`config.mk`:
```
export PLATFORM = sky130hd
export DESIGN_NAME = somador_serial_ctrl_flat
export DESIGN_NICKNAME = d
export VERILOG_FILES = /design/src/rtl/somador_serial_ctrl_pkg.sv /design/src/rtl/somador_serial_ctrl_if.sv /design/src/rtl/somador_completo_1bit.sv /design/src/rtl/somador_meio_1bit.sv /design/src/rtl/somador_serial_ctrl.sv /design/src/flat_wrapper.sv
export SDC_FILE = /design/constraint.sdc
export NUM_CORES = 1
export LEC_CHECK = 0
export ABC_AREA = 0
export CAP_MARGIN = 10
export CORE_MARGIN = 2
export CORE_UTILIZATION = 40
export CTS_CLUSTER_SIZE = 24
export DETAILED_ROUTE_END_ITERATION = 10
export PLACE_DENSITY = 0.73
export SKIP_CTS_REPAIR_TIMING = 1
export SYNTH_ARGS = -nofsm -noshare
export SYNTH_HDL_FRONTEND = slang
export SYNTH_HIERARCHICAL = 1
export SYNTH_SLANG_ARGS = --single-unit
export TNS_END_PERCENT = 1
```
`constraint.sdc`:
```
create_clock -name clk -period 2.4 [get_ports clk]
set_input_delay 0.24 -clock clk [delete_from_list [all_inputs] [get_ports clk]]
set_output_delay 0.24 -clock clk [all_outputs]
set_load 0.01 [all_outputs]
```
`src/rtl/somador_serial_ctrl_pkg.sv`:
```
// rtl/somador_serial_ctrl_pkg.sv - package with the controller state type and default sizes
package somador_serial_ctrl_pkg;

  localparam logic [1:0] S_IDLE = 2'd0;
  localparam logic [1:0] S_RUN  = 2'd1;
  localparam logic [1:0] S_DONE = 2'd2;

  localparam int DEF_WIDTH = 4;
  localparam int DEF_CNT_W = 3;

  typedef enum logic [1:0] {
    ST_IDLE = S_IDLE,
    ST_RUN  = S_RUN,
    ST_DONE = S_DONE
  } state_t;

endpackage

```
`src/rtl/somador_serial_ctrl_if.sv`:
```
// rtl/somador_serial_ctrl_if.sv - request/result bundle; overflow exists only with SOMADOR_SERIAL_OVERFLOW_EN
interface somador_serial_ctrl_if
  import somador_serial_ctrl_pkg::*;
#(
  parameter int WIDTH = DEF_WIDTH
);
  logic             start;
  logic [WIDTH-1:0] a;
  logic [WIDTH-1:0] b;
  logic             cin;
  logic             busy;
  logic             done;
  logic [WIDTH-1:0] sum;
  logic             carryOut;
`ifdef SOMADOR_SERIAL_OVERFLOW_EN
  logic             overflow;
`endif

  modport master (
    output start, a, b, cin,
`ifdef SOMADOR_SERIAL_OVERFLOW_EN
    input  overflow,
`endif
    input  busy, done, sum, carryOut
  );

  modport slave (
    input  start, a, b, cin,
`ifdef SOMADOR_SERIAL_OVERFLOW_EN
    output overflow,
`endif
    output busy, done, sum, carryOut
  );
endinterface

```
`src/rtl/somador_completo_1bit.sv`:
```
// rtl/somador_completo_1bit.sv - 1-bit full adder built from two half-adder cells
module somador_completo_1bit (
  input  logic i_a,
  input  logic i_b,
  input  logic i_cin,
  output logic o_sum,
  output logic o_carryOut
);
  logic w_s0;
  logic w_c0;
  logic w_c1;

  somador_meio_1bit u_ha0 (
    .i_a     (i_a),
    .i_b     (i_b),
    .o_sum   (w_s0),
    .o_carry (w_c0)
  );

  somador_meio_1bit u_ha1 (
    .i_a     (w_s0),
    .i_b     (i_cin),
    .o_sum   (o_sum),
    .o_carry (w_c1)
  );

  assign o_carryOut = w_c0 | w_c1;
endmodule

```
`src/rtl/somador_meio_1bit.sv`:
```
// rtl/somador_meio_1bit.sv - 1-bit half-adder cell
module somador_meio_1bit (
  input  logic i_a,
  input  logic i_b,
  output logic o_sum,
  output logic o_carry
);
  assign o_sum   = i_a ^ i_b;
  assign o_carry = i_a & i_b;
endmodule

```
`src/rtl/somador_serial_ctrl.sv`:
```
// rtl/somador_serial_ctrl.sv - bit-serial adder sequencer; SOMADOR_SERIAL_OVERFLOW_EN adds signed overflow
module somador_serial_ctrl
  import somador_serial_ctrl_pkg::*;
#(
  parameter int WIDTH = DEF_WIDTH,
  parameter int CNT_W = DEF_CNT_W
) (
  input  logic                 clk,
  input  logic                 rst,
  somador_serial_ctrl_if.slave bus
);
  state_t           r_state;
  state_t           w_state_nxt;
  logic [WIDTH-1:0] r_a;
  logic [WIDTH-1:0] r_b;
  logic [WIDTH-1:0] r_sum;
  logic [CNT_W-1:0] r_cnt;
  logic             r_carry;
  logic             r_carry_out;
  logic             w_load;
  logic             w_step;
  logic             w_last;
  logic             w_cell_sum;
  logic             w_cell_carry;

  somador_completo_1bit u_cell (
    .i_a        (r_a[0]),
    .i_b        (r_b[0]),
    .i_cin      (r_carry),
    .o_sum      (w_cell_sum),
    .o_carryOut (w_cell_carry)
  );

  always_ff @(posedge clk) begin
    if (rst) r_state <= ST_IDLE;
    else     r_state <= w_state_nxt;
  end

  always_comb begin
    w_state_nxt = r_state;
    w_load      = 1'b0;
    w_step      = 1'b0;
    w_last      = 1'b0;
    case (r_state)
      ST_IDLE: begin
        if (bus.start) begin
          w_load      = 1'b1;
          w_state_nxt = ST_RUN;
        end
      end
      ST_RUN: begin
        w_step = 1'b1;
        if (r_cnt == CNT_W'(WIDTH - 1)) begin
          w_last      = 1'b1;
          w_state_nxt = ST_DONE;
        end
      end
      ST_DONE: w_state_nxt = ST_IDLE;
      default: w_state_nxt = ST_IDLE;
    endcase
  end

  // Sum fills from the MSB so that after WIDTH steps bit 0 holds the first cell result.
  always_ff @(posedge clk) begin
    if (rst) begin
      r_a         <= '0;
      r_b         <= '0;
      r_sum       <= '0;
      r_cnt       <= '0;
      r_carry     <= 1'b0;
      r_carry_out <= 1'b0;
    end else if (w_load) begin
      r_a     <= bus.a;
      r_b     <= bus.b;
      r_carry <= bus.cin;
      r_cnt   <= '0;
    end else if (w_step) begin
      r_a     <= {1'b0, r_a[WIDTH-1:1]};
      r_b     <= {1'b0, r_b[WIDTH-1:1]};
      r_sum   <= {w_cell_sum, r_sum[WIDTH-1:1]};
      r_carry <= w_cell_carry;
      r_cnt   <= r_cnt + CNT_W'(1);
      if (w_last) r_carry_out <= w_cell_carry;
    end
  end

`ifdef SOMADOR_SERIAL_OVERFLOW_EN
  logic r_overflow;

  // On the last step r_carry is the carry into the MSB.
  always_ff @(posedge clk) begin
    if (rst)         r_overflow <= 1'b0;
    else if (w_last) r_overflow <= r_carry ^ w_cell_carry;
  end

  assign bus.overflow = r_overflow;
`endif

  assign bus.busy     = (r_state == ST_RUN);
  assign bus.done     = (r_state == ST_DONE);
  assign bus.sum      = r_sum;
  assign bus.carryOut = r_carry_out;
endmodule

```
`src/flat_wrapper.sv`:
```
// flat-port wrapper written by rule: the top's interface ports become plain ports
module somador_serial_ctrl_flat import somador_serial_ctrl_pkg::*;
#(
  parameter int WIDTH = DEF_WIDTH,
  parameter int CNT_W = DEF_CNT_W
)
  (clk, rst, bus_start, bus_a, bus_b, bus_cin, bus_busy, bus_done, bus_sum, bus_carryOut);
  somador_serial_ctrl_if #(.WIDTH(WIDTH)) bus_i ();
  input  logic clk;
  input  logic rst;
  input wire logic [$bits(bus_i.start)-1:0] bus_start;
  input wire logic [$bits(bus_i.a)-1:0] bus_a;
  input wire logic [$bits(bus_i.b)-1:0] bus_b;
  input wire logic [$bits(bus_i.cin)-1:0] bus_cin;
  output wire logic [$bits(bus_i.busy)-1:0] bus_busy;
  output wire logic [$bits(bus_i.done)-1:0] bus_done;
  output wire logic [$bits(bus_i.sum)-1:0] bus_sum;
  output wire logic [$bits(bus_i.carryOut)-1:0] bus_carryOut;
  assign bus_i.start = bus_start;
  assign bus_i.a = bus_a;
  assign bus_i.b = bus_b;
  assign bus_i.cin = bus_cin;
  assign bus_busy = bus_i.busy;
  assign bus_done = bus_i.done;
  assign bus_sum = bus_i.sum;
  assign bus_carryOut = bus_i.carryOut;
  somador_serial_ctrl #(.WIDTH(WIDTH), .CNT_W(CNT_W)) u_core (.clk(clk), .rst(rst), .bus(bus_i));
endmodule
```
* Word level (Yosys, flattened, before mapping)
Cells that the tools add are included.
Widths: inputs -> output; s select.
** Cells by class
- Add/subtract/negate cells :: 1
- Equal/unequal tests :: 5
- Muxes and demuxes :: 14
- Bitwise logic cells :: 6
- Reductions and logical operators :: 6
** Operators by type and width (number)
- $mux 4 :: 4
- $mux 1 :: 7
- $mux 2 :: 2
- $pmux 2 s2 :: 1
- $reduce_and 2->1 :: 2
- $add 3x1->3 const B :: 1
- $eq 3x2->1 const B :: 1
- $reduce_and 3->1 :: 1
- $and 1x1->1 :: 2
- $eq 2x1->1 const B :: 1
- $eq 2x2->1 const B :: 1
- $logic_not 2->1 :: 1
- $ne 2x1->1 const B :: 1
- $ne 2x2->1 const B :: 1
- $reduce_bool 2->1 :: 1
- $reduce_or 2->1 :: 1
- $xor 1x1->1 :: 2
- $not 1->1 :: 1
- $or 1x1->1 :: 1
** Word-level totals
- Register bits :: 19
- Output and inout port bits :: 7

* Depth between registers and ports, before layout
- Depth after elaboration :: 5
- Mapped depth :: 6

* Hierarchy
Netlist, hierarchy kept.
** Modules (own cells, without submodules)
- somador_serial_ctrl :: times used 1, cells each 93, area each 835.8 sq um
- somador_meio_1bit :: times used 2, cells each 1, area each 12.5 sq um
- somador_completo_1bit :: times used 1, cells each 1, area each 6.3 sq um

* Least setup slack after synthesis
No wires, ideal clock.
- Path type :: register to register
- Start :: register u_core.r_a[0]
- End :: register u_core.r_carry
- Library setup time :: 135 ps
- Arrival :: 1210 ps
- Required time :: 2265 ps
- Setup slack :: 1055 ps
- Stages on the path, launching flop included :: 6
- Buffers on the path :: 0
- Cells stage by stage :: dfxtp_1 ha_1 ha_1 or2_1 o22ai_1 a211oi_1
** Between the ends
- Word-level cells in the longest chain between the ends :: 5
- Elaborated cells between the ends (all ways) :: 6
** RTL lines
- from (decl) :: line somador_serial_ctrl.sv:14 : logic [WIDTH-1:0] r_a;
- from (signal assigned) :: line somador_serial_ctrl.sv:73 : r_a <= bus.a;
- from (signal assigned) :: line somador_serial_ctrl.sv:78 : r_a <= {1'b0, r_a[WIDTH-1:1]};
- $xor 1x1->1 :: line somador_meio_1bit.sv:8 : assign o_sum = i_a ^ i_b;
- named net u_core.u_cell.w_s0 :: line somador_completo_1bit.sv:9 : logic w_s0;
- $and 1x1->1 :: line somador_meio_1bit.sv:9 : assign o_carry = i_a & i_b;
- named net u_core.u_cell.w_c1 :: line somador_completo_1bit.sv:11 : logic w_c1;
- $or 1x1->1 :: line somador_completo_1bit.sv:27 : assign o_carryOut = w_c0 | w_c1;
- named net u_core.w_cell_carry :: line somador_serial_ctrl.sv:24 : logic w_cell_carry;
- $mux 1 :: line somador_serial_ctrl.sv:77 : end else if (w_step) begin
- $mux 1 :: line somador_serial_ctrl.sv:72 : end else if (w_load) begin
- to (signal assigned) :: line somador_serial_ctrl.sv:75 : r_carry <= bus.cin;
- to (signal assigned) :: line somador_serial_ctrl.sv:81 : r_carry <= w_cell_carry;
- to (decl) :: line somador_serial_ctrl.sv:18 : logic r_carry;
The timed path passes the listed nets, and every way through them passes these cells. The select of a mux whose other input is x is not followed.
A chain may end at the register's enable or synchronous reset.

* Final worst setup path
- Start :: register u_core.r_state[0]
- End :: output port bus_busy
** Between the ends
- Word-level cells in the longest chain between the ends :: 1
** RTL lines
- from (decl) :: line somador_serial_ctrl.sv:12 : state_t r_state;
- from (signal assigned) :: line somador_serial_ctrl.sv:36 : else r_state <= w_state_nxt;
- $eq 2x1->1 :: line somador_serial_ctrl.sv:99 : assign bus.busy = (r_state == ST_RUN);
- to (decl) :: line flat_wrapper.sv:15 : output wire logic [$bits(bus_i.busy)-1:0] bus_busy;
No other way between the ends.

==> results by group <==
Critical path
  – Worst path required time: 2.16 ns
  – Critical path data arrival time: 1.83 ns
  – Critical Path Start Type: flip-flop
  – Classification of the worst setup path: reg2out
  – Capturing element type of the critical path: output pin
  – Crit Path Max Fanout: 13

CTS
  – TritonCTS buffer count: 3
  – CTS tree: yes
  – Worst skew pair latency: about 0.29 ns
  – Buffers from clock root to sink, at most: 2
  – CTS clock-pin slew for the worst setup and hold paths: 0.10 ns
  – Library cell used as clock root buffer: clkbuf_4
  – Sinks on the clock net: 19
  – Number of levels in the clock H-tree: 1

STA
  – Total negative setup slack: 0 ns
  – Max-slew headroom: 0.513
  – Post-route worst setup slack: 0.332 ns
  – Final count of hold timing violations: 0
  – Min Clock Period, post-route: approximately 2.1 ns
  – Final Setup Violations: 0
  – Clock skew: 0.00751 ns
  – Max-slew violation count: 0
  – Worst-Margin Slew: 0.728 ns
  – RSZ-0062 raised after global routing: no
  – Tcrit/Tclk final: 0.862
  – Highest achievable clock rate: slightly below 500 MHz

Die
  – Starting Density: 0.433
  – Area of the placeable core: 2000 um^2
  – Count of standard-cell rows: 16
  – Ports placed on the boundary: 19
  – Die footprint: 2560 um^2
  – Height of the chip: 50.6 um
  – Overall die width: 50.6 um

Layout
  – Fraction of final layout cells with drive strength greater than 1: 0.0804
  – Final antenna diode count: 0
  – Leading cell type in the layout, fill and taps excluded: dfxtp_1
  – Core utilization of the finished layout: 0.524
  – Filler cell count: roughly 200
  – Area overhead of the layout relative to synthesis: 21.1%
  – Total number of nets in the final design: 129
  – Commonest non-fill, non-tap cells in the layout: dfxtp_1 (19), clkdlybuf4s50_1 (18), nand2_1 (15)

Pwr
  – Clk network pwr share: 0.255
  – Static leakage: 0.385 nW
  – Total power divided by cell area: 580 nW/um^2
  – Sequential power share: 0.572
  – Internal power consumption: 452 uW
  – Peak VDD IR: 492 uV
  – Combinational cell fraction of total power: 0.173
  – Net switching power of the design: 157 uW
  – Switching Share: 0.258

Yosys
  – Share of the yosys chip area belonging to registers: 0.439
  – Number of synthesized register bits: 19
  – Number of instances in the synthesized netlist: 96
  – Leading area contributor after synthesis: dfxtp_1
  – Most area-consuming cells after synthesis: dfxtp_1 (44%), nand2_1 (6.5%), a21oi_1 (6.3%)
  – Netlist area before placement: 867 um^2
  – Area share of the leading cell type in the synthesized netlist: 0.439
  – Count of warnings emitted by yosys: 6
  – Total nets after synthesis: between 100 and 150
  – Mean area per synthesized cell: 9.03 um^2
  – Number of different library cells in the post-synthesis netlist: 27

Detailed routing
  – Wire length reported by the detailed router: 1.63 mm
  – Starting DRC count in detailed routing: 18
  – Via count: 690
  – Detailed-route vias per instance: 4.96
  – Post-DRT Antenna Nets: 0
  – Number of optimization iterations in the first detailed-route pass: 4
  – Routed wire length per instance: 11.7 um
  – Number of design rule violations left after detail routing: 0

Global route
  – Sum of overflow across all layers after global routing: 0
  – Maximum number of pins on one net before global-route repair: 20
  – Number of antenna violations at the first check in global routing: 0
  – Vias in the first global route: 652
  – Overall track demand over capacity in global routing: 0.143
  – Global-route wire length before repair: 2.82 mm

Place
  – Final weighted congestion in routability-driven placement: 0.706
  – Post-place setup slack: 0.659 ns
  – Buffers on Ports: 18
  – DP HPWL: approximately 1.2 mm

Worst hold path
  – Worst hold-check path type: reg2reg

Status
  – Outcome: finished clean

Job
  – Max-capacitance violation count: 0
-- path summary, 6_finish.rpt --
kind                                                     to  slack [ns]                           start  cells past startpoint
worst max-delay path                               bus_busy        0.33  u_core/r_state[0]$_SDFFE_PP0P_                      3
worst max register to register  u_core/r_carry$_SDFFE_PP0P_        0.92      u_core/r_a[0]$_SDFFE_PP0P_                      5
worst min-delay path             u_core/r_b[2]$_SDFFE_PP0P_        0.45      u_core/r_b[3]$_SDFFE_PP0P_                      2
worst min register to register   u_core/r_b[2]$_SDFFE_PP0P_        0.45      u_core/r_b[3]$_SDFFE_PP0P_                      2
-- power by group through the flow --
stage               Clock [mW]  Sequential, mW  Combinational, mW
finish                   0.155           0.349              0.105
global route             0.174           0.352              0.119
CTS                      0.161           0.349              0.106
detailed placement           0           0.356              0.105
global placement             0           0.355              0.103
floorplan                    0           0.351             0.0816
-- cells in the mapped netlist, drive strengths merged --
| master | instances |
|---|---|
| a2111oi | 1 |
| a211oi | 7 |
| a21oi | 11 |
| buf | 5 |
| clkbuf | 1 |
| dfxtp | 19 |
| ha | 4 |
| inv | 4 |
| mux2i | 1 |
| nand2 | 15 |
| nand2b | 2 |
| nand3 | 3 |
| nand3b | 1 |
| nor2 | 11 |
| nor3 | 2 |
| nor3b | 1 |
| o21a | 1 |
| o21ba | 1 |
| o22ai | 3 |
| or2 | 1 |
| or3b | 1 |
| xnor2 | 1 |
-- logic make-up (layout without fill, tap and decap cells) --
| family | count (synthesis) | after routing | synth area share |
|---|---|---|---|
| adder cells (fa/ha/maj) | 4 | 4 | 0.0577 |
| AO/OA/AOI/OAI | 24 | 24 | 0.183 |
| multiplexers | 1 | 1 | 0.0115 |
| buffers and inverters | 10 | 26 | 0.0837 |
| AND/OR/NAND/NOR | 37 | 37 | 0.215 |
| XOR/XNOR | 1 | 1 | 0.0101 |
| flip-flops | 19 | 19 | 0.439 |
-- cell type report --
| class | instances | area, um^2 | area share |
|---|---|---|---|
| well taps | 27 | 33.8 | 0.0322 |
| multi-input cells | 67 | 414 | 0.395 |
| repair buffers | 18 | 180 | 0.172 |
| flip-flops and latches | 19 | 380 | 0.362 |
| inverters | 4 | 15.0 | 0.0143 |
| clock buffers | 4 | 26.3 | 0.0250 |
-- metrics by stage --
step                      instance area [um^2]  power, mW  hold slack (ns)  cells
after floorplan                            867      0.433            0.376     96
after global placement                    1020      0.458            0.445    135
after detailed placement                  1020      0.461            0.450    135
after CTS                                 1050      0.616            0.460    139
after global routing                      1050      0.645            0.485    139
final                                     1050      0.609            0.454    139
-- sequential cells by signal (all words and copies together), names as in the netlist --
register	flops
u_core/r_cnt	3
u_core/bus.carryOut	1
u_core/r_b	4
u_core/bus.sum	4
u_core/r_state	2
u_core/r_a	4
u_core/r_carry	1
-- metal layers --
metal / track usage / share of wire / up-vias
li1: - / - / 362
met1: 0.174 / 0.48 / 315
met2: 0.243 / 0.47 / 13
met3: 0.0595 / 0.048 / 0
met4: 0.0135 / 0 / 0
met5: 0 / 0 / -
-- worst max-delay path, cell delays in order, from the launching register on --
cell and delay (ns):
dfxtp_1 0.55, nand2b_4 0.17, inv_2 0.22, clkdlybuf4s50_1 0.59
Power figures use the tool's default switching activity.
